--- src/rtl/pipe_skid_stage.sv ---
// Two-entry ready/valid skid stage between CPU pipeline stages.
// in_ready is decoded from registered state only, so out_ready never reaches it combinationally.
module pipe_skid_stage #(
  parameter int                 DATA_W    = 64,
  parameter logic [DATA_W-1:0]  FLUSH_VAL = '0,
  parameter int                 CNT_W     = 16
) (
  input  logic              clock,
  input  logic              reset,
  input  logic              in_valid,
  output logic              in_ready,
  input  logic [DATA_W-1:0] in_data,
  input  logic              flush,
  output logic              out_valid,
  input  logic              out_ready,
  output logic [DATA_W-1:0] out_data,
  output logic [1:0]        occupancy,
  output logic [CNT_W-1:0]  stall_cycles,
  output logic [CNT_W-1:0]  flush_drops
);

  // state    | meaning
  // ST_EMPTY | nothing held, out_valid low
  // ST_ONE   | main register holds the oldest payload
  // ST_FULL  | main holds oldest, skid holds the next one; upstream stalled
  localparam logic [1:0] ST_EMPTY = 2'd0;
  localparam logic [1:0] ST_ONE   = 2'd1;
  localparam logic [1:0] ST_FULL  = 2'd2;

  logic [1:0]        state, state_d;
  logic [DATA_W-1:0] main_q, main_d;
  logic [DATA_W-1:0] skid_q, skid_d;
  logic              accept, pop;
  logic              stall_inc, drop_inc;

  assign out_valid = (state != ST_EMPTY);
  assign in_ready  = (state != ST_FULL);
  assign out_data  = main_q;
  assign occupancy = state;

  assign accept = in_valid & in_ready;
  assign pop    = out_valid & out_ready;

  always_comb begin
    state_d = state;
    main_d  = main_q;
    skid_d  = skid_q;
    if (flush) begin
      state_d = ST_EMPTY;
      main_d  = FLUSH_VAL;
      skid_d  = FLUSH_VAL;
    end else begin
      case (state)
        ST_EMPTY: begin
          if (accept) begin
            state_d = ST_ONE;
            main_d  = in_data;
          end
        end
        ST_ONE: begin
          if (accept && pop) begin
            main_d = in_data;
          end else if (accept) begin
            state_d = ST_FULL;
            skid_d  = in_data;
          end else if (pop) begin
            state_d = ST_EMPTY;
          end
        end
        ST_FULL: begin
          if (pop) begin
            state_d = ST_ONE;
            main_d  = skid_q;
          end
        end
        default: state_d = ST_EMPTY;
      endcase
    end
  end

  // A flush drops something unless the only held payload leaves by pop this cycle.
  assign stall_inc = out_valid & ~out_ready;
  assign drop_inc  = flush & (accept | (state == ST_FULL) | ((state == ST_ONE) & ~pop));

  always_ff @(posedge clock) begin
    if (reset) begin
      state        <= ST_EMPTY;
      main_q       <= FLUSH_VAL;
      skid_q       <= FLUSH_VAL;
      stall_cycles <= '0;
      flush_drops  <= '0;
    end else begin
      state  <= state_d;
      main_q <= main_d;
      skid_q <= skid_d;
      if (stall_inc && (stall_cycles != '1))
        stall_cycles <= stall_cycles + CNT_W'(1);
      if (drop_inc && (flush_drops != '1))
        flush_drops <= flush_drops + CNT_W'(1);
    end
  end

endmodule

--- config.mk ---
export PLATFORM = sky130hd
export DESIGN_NAME = pipe_skid_stage
export DESIGN_NICKNAME = d
export VERILOG_FILES = /design/src/rtl/pipe_skid_stage.sv
export SDC_FILE = /design/constraint.sdc
export NUM_CORES = 1
export LEC_CHECK = 0
export CAP_MARGIN = 20
export CORE_ASPECT_RATIO = 1.25
export CORE_MARGIN = 5
export CORE_UTILIZATION = 49
export CTS_CLUSTER_DIAMETER = 150
export DETAILED_ROUTE_END_ITERATION = 10
export PLACE_DENSITY = 0.85
export SETUP_SLACK_MARGIN = 0.15
export SYNTH_ARGS = -nofsm -noshare
export SYNTH_HDL_FRONTEND = slang
export SYNTH_SLANG_ARGS = --single-unit
--- constraint.sdc ---
create_clock -name clock -period 2.6 [get_ports clock]
set_input_delay 0.65 -clock clock [delete_from_list [all_inputs] [get_ports clock]]
set_output_delay 0.65 -clock clock [all_outputs]
set_load 0.005 [all_outputs]
==> flow_metrics.py, run 1 <==
metrics = {
    "outcome": {
        "status": "finished clean",
    },
    "synth": {
        "synth_nets": 927,
        "yosysTopAreaCell": "dfxtp_1",
        "ys_seq_area_share_pct": 48.0,
        "ys_ff_latch": 162,
        "syn_area_per_cell_um2": 7.89,
        "synthTopCellsByArea": "dfxtp_1, nand2_1, a311oi_1, a21oi_1, nor2_1",
        "synth_edf_count": 0,
        "synth.distinct_cells": 44,
        "synthAdderAreaFrac_pct": 0.370,
        "synth_top_area_share_pct": 48.0,
        "synth_compound_area_share_pct": 18.8,
        "synth_cells": 856,
        "ys_warn_count": 0,
        "syn_area_mm2": 0.00676,
        "yosys.area_share.simple_pct": 27.3,
        "synth_mux_area_share_pct": 1.15,
        "synth_top_family_by_area": "simple AND/OR/NAND/NOR gates",
        "async_reset_ff_share_pct": 0,
        "ys.flop_type": "dfxtp_1",
        "synth-xor-area-share_pct": 0,
    },
    "layout": {
        "layout-drive-gt1-share_pct": 7.81,
        "nets": 1070,
        "final_cells": 1187,
        "synthToLayoutAreaGrowth_pct": 36.9,
        "num_antenna_cells": 0,
        "post-route-util_pct": 67.5,
        "finalInstanceArea_mm2": 0.00925,
    },
    "routing": {
        "drtAntennaViolNets": 0,
        "routed_wl_mm": 18.0,
        "dr_total_vias": 6524,
        "wire_per_inst_um": 15.1,
        "drtIter0Drc": 469,
        "routed_via_density": 5.50,
        "firstDrtPassIters": 5,
        "drc": 0,
    },
    "critical_path": {
        "cp.arrival_ps": 1710,
        "timing.rr.start": "occupancy[0]$_SDFFE_PP0P_",
        "crit_family": "flip-flops",
        "worst-path-buf-inv": 1,
        "r2r-end": "flush_drops[4]$_SDFFE_PP0P_",
        "crit_type": "flop to primary output",
        "cp-end-kind": "primary output",
        "startpoint_type": "flop",
        "slowest_delay_ps": 610,
        "rrSetupSlack_ps": 420,
        "cp_data_required_time_ps": 1950,
        "cp_slowest_cell": "dfxtp_1",
        "path_cells": "or2_2 -> clkdlybuf4s50_1",
        "reg2regPathDepth": 5,
        "worst-path-max-fanout": 10,
    },
    "cts": {
        "cts_hold_buffers": 0,
        "numCtsBuffers": 17,
        "clock_latency_ps": 420,
        "cts_tree": "yes",
        "clock_sinks": 162,
        "clk_path_buf_depth": 2,
        "clkSlewWorstSetupHoldPaths_ps": 60,
        "cts-root-buf": "clkbuf_16",
        "cts-htree-levels": 4,
    },
    "power": {
        "p_leak_nw": 3.18,
        "irDropWorstVdd_mv": 0.469,
        "fin_total_pwr_mw": 5.60,
        "p_per_area_mw_per_mm2": 606,
    },
    "sta": {
        "fmax_ghz": 0.424,
        "fin_skew_ps": 12.3,
        "setup_viol": 0,
        "period_needed_ps": 2360,
        "hold_viol": 0,
        "fin_crit_sh_pct": 90.7,
        "tightestPinTransition_ps": 938,
        "timing.final.ws_setup_ps": 242,
        "hold_slack_ps": 454,
        "rsz0062_at_grt": "false",
        "setup_tns_ps": 0,
        "drv_slew": 0,
        "slew_headroom_pct": 37.1,
    },
    "global_route": {
        "track_usage_pct": 21.8,
        "gr-total-overflow": 0,
        "grt_pass1_wl_mm": 29.1,
        "grt_pass1_vias": 6050,
        "antenna_found_initial": 0,
        "grt_max_degree": 65,
    },
    "die": {
        "floorplan.initialDensity_pct": 49.3,
        "ios": 169,
        "dieArea_mm2": 0.0163,
        "coreArea_mm2": 0.0137,
        "rows": 48,
        "chipWidth_um": 115,
        "die_h_um": 141,
    },
    "job": {
        "maxCapViolCount": 0,
    },
    "hold_path": {
        "min_path_cells": 2,
        "hp-class": "flop to flop",
        "min_to": "skid_q[2]$_SDFFE_PP0P_",
        "min_from": "skid_q[2]$_SDFFE_PP0P_",
    },
    "place": {
        "port_buffers": 168,
        "place_congestion": 0.815,
        "dp_hpwl_mm": 11.7,
        "pre_cts_ws_ps": 31.7,
        "dp_cells": 1155,
        "dpl_cell_area_mm2": 0.00865,
    },
}
Yosys cell counts, drive strengths merged (8+ instances only):
cell type  count
a21oi         90
a311oi        65
buf           22
clkbuf        45
dfxtp        162
nand2        271
nand3          8
nand4         11
nor2          74
nor2b          9
o21ai          9
o31ai         16
or4           16
worst max-delay path by stage:
stage | from | to | slack, ps | depth (start not counted)
finish | occupancy[0]$_SDFFE_PP0P_ | out_valid | 240 | 2
global route | occupancy[0]$_SDFFE_PP0P_ | in_ready | 180 | 3
CTS | occupancy[0]$_SDFFE_PP0P_ | in_ready | 230 | 3
detailed placement | out_ready | flush_drops[5]$_SDFFE_PP0P_ | 30 | 5
global placement | out_ready | flush_drops[3]$_SDFFE_PP0P_ | 70 | 6
floorplan | out_ready | stall_cycles[13]$_SDFFE_PP0P_ | 550 | 4
worst reg2reg max path, cell delays in order, from the launching register on:
cell and delay (ps):
dfxtp_1 610, nor3b_1 380, o31ai_2 250, buf_4 220
or4_1 490, a21oi_1 160
layout make-up:
cell class                      count  area (um2)
Timing Repair Buffer              192        1940
Clock inverter                     15         170
Tap cell                          175         219
Multi-Input combinational cell    623        3240
Clock buffer                       17         425
Inverter                            3        11.3
Fill cell                        1130        4450
Sequential cell                   162        3240
sequential cells by signal, summed over array words and instances (netlist names):
name,cells
skid_q,64
flush_drops,16
occupancy,2
out_data,64
stall_cycles,16
power breakdown:
| group | switching [mW] | leakage, nW | internal [mW] | total (mW) |
|---|---|---|---|---|
| combinational | 0.230 | 1.58 | 0.262 | 0.492 |
| clock | 1.09 | 0.287 | 1.45 | 2.53 |
| sequential | 0.0374 | 1.31 | 2.54 | 2.57 |
| total | 1.35 | 3.18 | 4.25 | 5.60 |
cell usage in the layout, fill, tap and decap left out, types with 4 or more instances in the layout:
cell / count
a21oi_1: 90
a311oi_1: 65
buf_12: 6
buf_4: 18
clkbuf_16: 17
clkdlybuf4s50_1: 168
dfxtp_1: 161
inv_6: 5
mux2_2: 6
nand2_1: 270
nand3_1: 8
nand4_1: 11
nor2_1: 74
nor2b_1: 8
nor3_1: 7
nor4_1: 4
o21ai_0: 8
o31ai_1: 15
or3_1: 7
or4_1: 15
timing repair:
| item | in CTS | in global routing |
|---|---|---|
| setup endpoints to repair | 1 | 0 |
| setup buffers | 0 | 0 |
| gates resized for setup | 1 | 0 |
layer usage:
| layer | wire length (um) | part of all wire, % | GRT usage [%] | up-vias |
|---|---|---|---|---|
| met5 | 0 | 0 | 0 | - |
| met1 | 7420 | 41 | 26.8 | 3026 |
| met2 | 8900 | 50 | 36.3 | 181 |
| met3 | 1060 | 5.9 | 4.91 | 40 |
| li1 | - | - | - | 3277 |
| met4 | 592 | 3.3 | 10.0 | 0 |
cells by family (layout without fill, tap and decap cells):
family	count (synthesis)	count (layout)
buffers and inverters	71	227
adder cells (fa/ha/maj)	2	2
multiplexers	7	7
flip-flops	162	162
AND/OR/NAND/NOR	426	426
AO/OA/AOI/OAI	188	188
Power figures use the tool's default switching activity.
==> inputs of run 2 (changes only) <==
--- a/config.mk
+++ b/config.mk
@@ -11,8 +11,11 @@
 export CORE_UTILIZATION = 49
 export CTS_CLUSTER_DIAMETER = 150
 export DETAILED_ROUTE_END_ITERATION = 10
+export GPL_ROUTABILITY_DRIVEN = 0
 export PLACE_DENSITY = 0.85
+export REMOVE_ABC_BUFFERS = 1
 export SETUP_SLACK_MARGIN = 0.15
 export SYNTH_ARGS = -nofsm -noshare
 export SYNTH_HDL_FRONTEND = slang
 export SYNTH_SLANG_ARGS = --single-unit
+export TNS_END_PERCENT = 50
==> run 2 against run 1 <==
Against the previous run: register-to-register slack improved by 150 ps; utilization is 0.073 points higher; clock skew shrank 5.0 ps; sequential power hardly changed; final cell count is essentially flat; global-route usage increased by 0.34 points; largest power group unchanged; critical path type unchanged; design area increased by 0.11%; worst hold slack lost 1.0 ps; die area unchanged; critical endpoint is now in_ready; flip-flop and latch count did not move; critical path depth rose by 1; via count is 1.3% higher.
==> flow_metrics.py, run 2 (synthesis results as in run 1) <==
metrics = {
    "hold_path": {
        "hp-class": "flop to flop",
    },
    "die": {
        "chipWidth_um": 115,
        "dieArea_mm2": 0.0163,
        "ios": 169,
        "coreArea_mm2": 0.0137,
        "floorplan.initialDensity_pct": 49.3,
        "rows": 48,
        "die_h_um": 141,
    },
    "critical_path": {
        "cp_slowest_cell": "clkdlybuf4s50_1",
        "worst-path-buf-inv": 2,
        "cp-end-kind": "primary output",
        "crit_path_start": "occupancy[1]$_SDFFE_PP0P_",
        "crit_cells": 3,
        "cp.arrival_ps": 1670,
        "crit_family": "buffers and inverters",
        "cp-endpoint": "in_ready",
        "slowest_delay_ps": 490,
        "startpoint_type": "flop",
        "r2r-end": "stall_cycles[2]$_SDFFE_PP0P_",
        "reg2regPathDepth": 6,
        "crit_type": "flop to primary output",
        "rrSetupSlack_ps": 570,
        "path_cells": "nor2b_4 -> inv_2 -> clkdlybuf4s50_1",
        "cp_data_required_time_ps": 1950,
        "worst-path-max-fanout": 11,
        "timing.rr.start": "stall_cycles[0]$_SDFFE_PP0P_",
    },
    "job": {
        "maxCapViolCount": 0,
    },
    "sta": {
        "rsz0062_at_grt": "false",
        "period_needed_ps": 2320,
        "fmax_ghz": 0.431,
        "hold_slack_ps": 453,
        "fin_crit_sh_pct": 89.3,
        "fin_skew_ps": 7.32,
        "tightestPinTransition_ps": 739,
        "slew_headroom_pct": 50.7,
        "setup_tns_ps": 0,
        "drv_slew": 0,
        "hold_viol": 0,
        "setup_viol": 0,
    },
    "cts": {
        "clkSlewWorstSetupHoldPaths_ps": 60,
        "cts-htree-levels": 4,
        "numCtsBuffers": 17,
        "clock_sinks": 162,
        "cts_tree": "yes",
        "post-cts-setup-buffer-count": 0,
        "cts-root-buf": "clkbuf_16",
        "cts_hold_buffers": 0,
        "clock_latency_ps": 420,
        "clk_path_buf_depth": 2,
    },
    "routing": {
        "dr_total_vias": 6606,
        "routed_wl_mm": 17.9,
        "wl_met2_mm": 8.91,
        "wl_met1_mm": 7.43,
        "firstDrtPassIters": 5,
        "drtAntennaViolNets": 0,
        "routed_via_density": 5.57,
        "drtIter0Drc": 630,
        "top_layer_used": "met4",
        "wire_per_inst_um": 15.1,
        "drc": 0,
        "met3_length_mm": 1.33,
    },
    "power": {
        "p_per_area_mw_per_mm2": 599,
        "p_leak_nw": 3.19,
        "irDropWorstVdd_mv": 0.408,
    },
    "global_route": {
        "grt_max_degree": 84,
        "grt_pass1_vias": 6169,
        "grt_pass1_wl_mm": 29.7,
        "antenna_found_initial": 0,
        "gr-total-overflow": 0,
        "track_usage_pct": 22.2,
    },
    "outcome": {
        "status": "finished clean",
    },
    "layout": {
        "multi_input_area_mm2": 0.00324,
        "post-route-util_pct": 67.6,
        "nets": 1069,
        "layout_common_cells": "nand2_1, clkdlybuf4s50_1, dfxtp_1",
        "final_cells": 1186,
        "fillerInstances": 1112,
        "num_antenna_cells": 0,
        "mostFrequentLayoutCell": "nand2_1",
        "layout-drive-gt1-share_pct": 7.72,
        "synthToLayoutAreaGrowth_pct": 37.0,
        "register_area_mm2": 0.00325,
    },
    "place": {
        "dp_hpwl_mm": 11.4,
        "port_buffers": 168,
        "dp_cells": 1154,
    },
}
==> run 2: repair_timing <==
action	in CTS	in global routing
endpoints found under the setup margin	1	1
resized for setup	1	1
gates cloned	0	0
==> run 2: through the flow <==
step / setup WS (ps) / instance area [um2] / power, mW
floorplan: -5410 / 6470 / 2.84
global placement: 81.9 / 8670 / 3.11
detailed placement: 47.1 / 8670 / 3.12
CTS: 204 / 9260 / 5.58
global route: 171 / 9260 / 5.76
finish: 277 / 9260 / 5.54
==> run 2: worst min path at each step <==
stage	from	to	slack (ps)	depth (start not counted)
6_report	skid_q[37]$_SDFFE_PP0P_	skid_q[37]$_SDFFE_PP0P_	450	2
4_1_cts	skid_q[61]$_SDFFE_PP0P_	skid_q[61]$_SDFFE_PP0P_	460	2
5_1_grt	skid_q[1]$_SDFFE_PP0P_	skid_q[1]$_SDFFE_PP0P_	470	2
3_5_place_dp	skid_q[61]$_SDFFE_PP0P_	skid_q[61]$_SDFFE_PP0P_	450	2
2_1_floorplan	skid_q[0]$_SDFFE_PP0P_	skid_q[0]$_SDFFE_PP0P_	440	2
3_3_place_gp	skid_q[10]$_SDFFE_PP0P_	skid_q[10]$_SDFFE_PP0P_	440	2
==> run 2: routing by layer <==
metal	vias up	global-route usage, %
met4	0	6.49
li1	3268	-
met2	216	36.5
met1	3103	27.8
met3	19	6.91
met5	-	0
==> run 2: layout make-up <==
cell class	instances	share of cell area, %
flip-flops and latches	162	35.1
clock buffers	20	4.93
multi-input cells	623	35.0
well taps	175	2.37
repair buffers	191	21.1
inverters	3	0.122
clock inverters	12	1.41
==> run 2: tightest hold or removal path, stage by stage (launching register included) <==
cell,delay [ps]
dfxtp_1,310
nand2_1,50
a21oi_1,50
==> run 2: power breakdown <==
group	switching, mW	internal [mW]	leakage, nW	total, mW
combinational	0.226	0.267	1.59	0.493
sequential	0.0379	2.54	1.31	2.58
clock	1.01	1.47	0.287	2.47
total	1.27	4.27	3.19	5.54
==> inputs of run 3 (changes only) <==
--- a/config.mk
+++ b/config.mk
@@ -15,6 +15,7 @@
 export PLACE_DENSITY = 0.85
 export REMOVE_ABC_BUFFERS = 1
 export SETUP_SLACK_MARGIN = 0.15
+export SLEW_MARGIN = 20
 export SYNTH_ARGS = -nofsm -noshare
 export SYNTH_HDL_FRONTEND = slang
 export SYNTH_SLANG_ARGS = --single-unit
==> results of run 3 <==
The final DEF is identical to that of run 2; final timing and power are the same.
